`src/rtl/core_if_fetch.sv`:
```
// Purpose : instruction-fetch stage of the 64-bit MIPS pipeline. It owns the fetch PC,
//           runs a single-outstanding req/valid handshake with instruction memory, and
//           registers {inst, pc, pc4} into IF_regs for decode.
// Latency : a response accepted at a clock edge is in IF_regs after that edge. Memory with
//           zero latency gives one instruction per cycle with no bubbles.
// Backpr. : a stall holds IF_regs. A response that arrives during a stall is parked in a
//           one-entry skid buffer, and imem_req drops until decode takes that entry.
//
// Ports:
//   clock, reset              clock; asynchronous active-high reset
//   stall                     decode/hazard stall, IF_regs holds
//   flush                     squash the instruction entering decode (IF_regs <= '0)
//   redirect_valid/_pc        new fetch target (low two bits ignored)
//   imem_req/imem_addr        fetch request, held with a stable address until imem_valid
//   imem_rdata/imem_valid     response word and strobe (same-cycle response allowed)
//   IF_regs                   {inst, pc, pc4} to decode
//   imem_wait                 decode got a bubble because memory had no data

package core_if_fetch_pkg;

  typedef struct packed {
    logic [31:0] inst;
    logic [63:0] pc;
    logic [63:0] pc4;
  } IF_regs_t;

endpackage

module core_if_fetch
  import core_if_fetch_pkg::*;
#(
  parameter logic [63:0] RESET_PC = 64'h0000_0000_0040_0000,
  parameter logic [31:0] NOP_INST = 32'h0000_0000
) (
  input  logic        clock,
  input  logic        reset,
  input  logic        stall,
  input  logic        flush,
  input  logic        redirect_valid,
  input  logic [63:0] redirect_pc,
  output logic        imem_req,
  output logic [63:0] imem_addr,
  input  logic [31:0] imem_rdata,
  input  logic        imem_valid,
  output IF_regs_t    IF_regs,
  output logic        imem_wait
);

  // RUN  : a request for fetch_pc is outstanding.
  // HOLD : a response is parked in the skid buffer. No request is issued.
  // DROP : a request for a stale address (stale_addr) is still outstanding.
  //        Its response is thrown away.
  localparam logic [1:0] ST_RUN  = 2'd0;
  localparam logic [1:0] ST_HOLD = 2'd1;
  localparam logic [1:0] ST_DROP = 2'd2;

  logic [1:0]  state_q,      state_d;
  logic [63:0] fetch_pc_q,   fetch_pc_d;
  logic [63:0] stale_addr_q, stale_addr_d;
  logic [31:0] skid_inst_q,  skid_inst_d;
  logic [63:0] skid_pc_q,    skid_pc_d;
  IF_regs_t    if_regs_q,    if_regs_d;
  logic        imem_wait_q,  imem_wait_d;

  logic [63:0] redirect_tgt;
  logic [63:0] fetch_pc_inc;
  logic [63:0] skid_pc_inc;
  IF_regs_t    bubble;
  logic        take;
  logic        unused_redirect_lo;

  // Targets are word aligned. The low two bits of redirect_pc are discarded.
  assign redirect_tgt       = {redirect_pc[63:2], 2'b00};
  assign unused_redirect_lo = ^redirect_pc[1:0];

  // Both adders wrap modulo 2^64.
  assign fetch_pc_inc = fetch_pc_q + 64'd4;
  assign skid_pc_inc  = skid_pc_q + 64'd4;

  // Bubbles leave pc and pc4 at zero. Only the instruction word is the NOP encoding.
  assign bubble = {NOP_INST, 64'd0, 64'd0};

  // Decode can take a new instruction into IF_regs this cycle.
  assign take = !stall && !flush;

  always_comb begin
    state_d      = state_q;
    fetch_pc_d   = fetch_pc_q;
    stale_addr_d = stale_addr_q;
    skid_inst_d  = skid_inst_q;
    skid_pc_d    = skid_pc_q;
    if_regs_d    = if_regs_q;
    imem_wait_d  = 1'b0;

    if (redirect_valid) begin
      // A redirect always retargets fetch. Leaving HOLD empties the skid buffer.
      fetch_pc_d = redirect_tgt;
      case (state_q)
        ST_RUN: begin
          // If no response arrived this cycle, the old request stays outstanding.
          // Keep its address on the bus until memory answers it.
          if (!imem_valid) begin
            state_d      = ST_DROP;
            stale_addr_d = fetch_pc_q;
          end
        end
        ST_HOLD: state_d = ST_RUN;
        ST_DROP: begin
          // If the stale response lands in the same cycle, nothing is left outstanding.
          // Fetch can then start at the new target at once.
          if (imem_valid) begin
            state_d = ST_RUN;
          end
        end
        default: state_d = ST_RUN;
      endcase
      // The stage that redirects also asserts flush when the held instruction must die.
      if (flush) begin
        if_regs_d = '0;
      end else if (!stall) begin
        if_regs_d = bubble;
      end
    end else begin
      case (state_q)
        ST_RUN: begin
          if (imem_valid) begin
            fetch_pc_d = fetch_pc_inc;
            if (take) begin
              if_regs_d = {imem_rdata, fetch_pc_q, fetch_pc_inc};
            end else begin
              // Decode cannot take the word, because of a stall or a flush.
              // It is still the correct next instruction, so park it.
              skid_inst_d = imem_rdata;
              skid_pc_d   = fetch_pc_q;
              state_d     = ST_HOLD;
            end
          end else if (take) begin
            if_regs_d   = bubble;
            imem_wait_d = 1'b1;
          end
        end
        ST_HOLD: begin
          if (take) begin
            if_regs_d = {skid_inst_q, skid_pc_q, skid_pc_inc};
            state_d   = ST_RUN;
          end
        end
        ST_DROP: begin
          // fetch_pc already holds the redirect target. Only the stale beat is awaited.
          if (imem_valid) begin
            state_d = ST_RUN;
          end
          if (take) begin
            if_regs_d   = bubble;
            imem_wait_d = 1'b1;
          end
        end
        default: state_d = ST_RUN;
      endcase
      // A flush overrides a stall and clears whatever decode is about to see.
      if (flush) begin
        if_regs_d = '0;
      end
    end
  end

  always_ff @(posedge clock or posedge reset) begin
    if (reset) begin
      state_q      <= ST_RUN;
      fetch_pc_q   <= RESET_PC;
      stale_addr_q <= '0;
      skid_inst_q  <= '0;
      skid_pc_q    <= '0;
      if_regs_q    <= {NOP_INST, 64'd0, 64'd0};
      imem_wait_q  <= 1'b0;
    end else begin
      state_q      <= state_d;
      fetch_pc_q   <= fetch_pc_d;
      stale_addr_q <= stale_addr_d;
      skid_inst_q  <= skid_inst_d;
      skid_pc_q    <= skid_pc_d;
      if_regs_q    <= if_regs_d;
      imem_wait_q  <= imem_wait_d;
    end
  end

  // The request is a pure function of state. It drops only while a response is parked.
  assign imem_req  = (state_q == ST_RUN) || (state_q == ST_DROP);
  assign imem_addr = (state_q == ST_DROP) ? stale_addr_q : fetch_pc_q;
  assign IF_regs   = if_regs_q;
  assign imem_wait = imem_wait_q;

endmodule
```
`config.mk`:
```
export PLATFORM = sky130hd
export DESIGN_NAME = core_if_fetch
export DESIGN_NICKNAME = d
export VERILOG_FILES = /design/src/rtl/core_if_fetch.sv
export SDC_FILE = /design/constraint.sdc
export NUM_CORES = 1
export LEC_CHECK = 0
export ABC_CLOCK_PERIOD_IN_PS = 20200
export BUFFER_PORTS_ARGS = -buffer_cell sky130_fd_sc_hd__buf_4
export CORE_UTILIZATION = 45
export DETAILED_ROUTE_END_ITERATION = 10
export GPL_ROUTABILITY_DRIVEN = 0
export PLACE_DENSITY = 0.66
export SYNTH_ARGS = -nofsm -noshare
export SYNTH_HDL_FRONTEND = slang
export SYNTH_SLANG_ARGS = --single-unit
```
`constraint.sdc`:
```
create_clock -name clock -period 20.2 [get_ports clock]
set_input_delay 0 -clock clock [delete_from_list [all_inputs] [get_ports clock]]
set_output_delay 0 -clock clock [all_outputs]
set_load 0.1 [all_outputs]
```
==> flow_summary.ini <==
[synthesis]
synth_seq_cells = 381
ys.flop_type = dfrtp_1
yosysWarnings = 0
ys_seq_area_frac = 0.4523
postSynthAreaPerCell_um2 = 9.497
async_flop_share = 1.000
synthDistinctLibCells = 79
syn_inst = 2220
netlist_area_um2 = 21080
synth_edf_count = 0

[die]
fp.dieW_um = 218.5
start_util = 0.4606
fp-row-count = 78
coreArea_um2 = 45770
design.die.area_um2 = 47720
io_pins = 328
die_h_um = 218.5

[setup_path]
arrival_ns = 4.35
timing.rr.start = fetch_pc_q[35]
worst_setup_path_end_kind = flip-flop
critical_path.max_fanout = 12
timing.rr.end = IF_regs[45]
ff2ff_setup_slack_ns = 16.30
crit_path_start_kind = flip-flop
crit_required_ns = 20.65
ff2ff_path_depth = 7
crit_type = reg -> reg

[timing]
fin_crit_ns = 3.897
finalSetupTns_ns = 0
maxSlewHeadroom = 0.1721
timing.final.max_slew_violations = 0
whs_ns = 0.04595
hold_viol = 0
tightest_slew_ns = 1.239
finalSetupViolCount = 0
max_freq_mhz = 256.6
min_period_over_period = 0.1929
skew_ns = 0.01302
rsz0062_at_grt = false

[power]
leakagePower_uw = 0.01133
peakVddDrop_v = 0.0001099
p_per_area_nw_per_um2 = 153.8

[clock_network]
holdBufCountCts = 134
path_clk_slew_ns = 0.06
numCtsBuffers = 43
root_buffer = clkbuf_16
postCtsSetupBuffers = 0
ctsResizeCount = 0
clock_path_buffers = 3
cts_tree = yes
cts_max_level = 2
clock_sinks = 381
clk_latency_ns = 0.58

[drt]
wl_per_cell_um = 23.75
viasPerCell = 6.094
ant_nets = 0
first_iter_violations = 2155
firstDrtPassIters = 7
drc = 0
drt_wl_total_um = 75290
dr_total_vias = 19317

[job]
maxCapViolCount = 0

[placement]
port_buffers = 323
dpl.hpwl_um = 48430

[worst_hold_path]
hold_start = imem_valid
hold_depth = 4
hold_end = IF_regs[10]
hold_class = in -> reg

[layout]
diodes = 0
fill_cells = 3973
fin_nets = 2646
syn2layout_area_growth_pct = 25.76
final_cell_mix = dfrtp_1, buf_4, nand2_1, o21ai_0, mux2_2
layout_commonest_cell = dfrtp_1
drive_gt1_frac = 0.2607

[global_route]
antenna_found_initial = 0
grt_max_degree = 151
grt.overflow.total = 0
grt_pass1_wl_um = 114200
grtUsageTotal = 0.3122
grt_pass1_vias = 19017

[status]
status = completed
[critical path, stage by stage, from the launching register on]
cell	delay, ns
dfrtp_1	0.67
nand4_1	0.59
nor4_1	0.87
nand4_1	0.64
mux2_2	0.48
o21ai_0	0.21
o21ai_0	0.13
o2bb2ai_1	0.18
[worst max-delay path by stage]
stage,from,end,depth (start not counted)
global route,fetch_pc_q[2],fetch_pc_q[33],7
global placement,imem_valid,IF_regs[62],9
CTS,fetch_pc_q[2],fetch_pc_q[33],7
finish,fetch_pc_q[35],IF_regs[45],7
detailed placement,imem_valid,IF_regs[62],9
floorplan,reset,IF_regs[0],1
[cells by family after synthesis]
group / Yosys count / synth area share
xor gates and xnor gates: 155 / 0.06439
adders and majority gates: 5 / 0.002967
and+or+nand+nor: 649 / 0.1515
muxes: 207 / 0.1102
AOI/OAI and AO/OA: 579 / 0.1705
buffers and inverters: 243 / 0.04795
DFF: 381 / 0.4523
other: 1 / 0.0001779
[cells in the mapped netlist, types with 10 or more instances]
| master | count | share of area |
|---|---|---|
| xnor2_1 | 96 | 0.040 |
| and3_1 | 19 | 0.0056 |
| dfrtp_1 | 380 | 0.45 |
| mux2_2 | 201 | 0.11 |
| o22ai_1 | 10 | 0.0030 |
| inv_1 | 27 | 0.0048 |
| buf_2 | 32 | 0.0076 |
| a22o_1 | 19 | 0.0079 |
| a21oi_1 | 89 | 0.021 |
| nand2_1 | 279 | 0.050 |
| nand3_1 | 74 | 0.018 |
| and4_1 | 13 | 0.0054 |
| buf_1 | 22 | 0.0039 |
| nand4_1 | 39 | 0.012 |
| o21ai_0 | 245 | 0.058 |
| xor2_1 | 59 | 0.025 |
| a31oi_1 | 14 | 0.0042 |
| a211oi_1 | 10 | 0.0036 |
| a22oi_1 | 93 | 0.033 |
| clkbuf_1 | 149 | 0.027 |
| a211o_1 | 11 | 0.0046 |
| nor4_1 | 18 | 0.0053 |
| nor2_1 | 90 | 0.016 |
| nor3_1 | 45 | 0.011 |
| a21o_1 | 21 | 0.0075 |
| and2_1 | 15 | 0.0045 |
[registers in the layout, indices dropped and copies added, names as in the netlist]
signal / cells
IF_regs: 160
fetch_pc_q: 62
imem_wait: 1
skid_inst_q: 32
skid_pc_q: 62
stale_addr_q: 62
state_q: 2
[stage by stage]
stage,instances,area [um2],setup slack (ns),utilization,total power [uW]
2_1_floorplan,2221,21090,9.616,-,2678
3_3_place_gp,2960,23660,16.53,0.5168,3154
3_5_place_dp,2960,23660,16.51,0.5168,3192
4_1_cts,3170,26510,16.52,0.5793,4066
5_1_grt,3170,26510,16.27,0.5793,4233
6_report,3170,26510,16.30,0.5793,4077
[layout make-up]
| cell class | count | area [um2] | share of cell area |
|---|---|---|---|
| well taps | 600 | 750.7 | 0.02831 |
| repair buffers | 487 | 4004 | 0.1510 |
| flip-flops and latches | 381 | 9535 | 0.3596 |
| multi-input cells | 1597 | 10590 | 0.3995 |
| clock buffers | 64 | 1328 | 0.05007 |
| inverters | 29 | 116.4 | 0.004389 |
| clock inverters | 12 | 188.9 | 0.007126 |
[report_power, final]
part	switching [uW]	total, uW	leakage [uW]	internal (uW)
combinational	1440	2000	0.00567	555
clock	325	842	0.000753	516
sequential	255	1240	0.00491	985
[metal layers]
layer	vias up	GRT usage	routed length, um
li1	8560	-	-
met1	9490	0.4139	29970
met2	1059	0.4947	35060
met3	208	0.05261	6713
met4	0	0.1510	3551
met5	-	0	0
(Power assumes the default switching activity.)
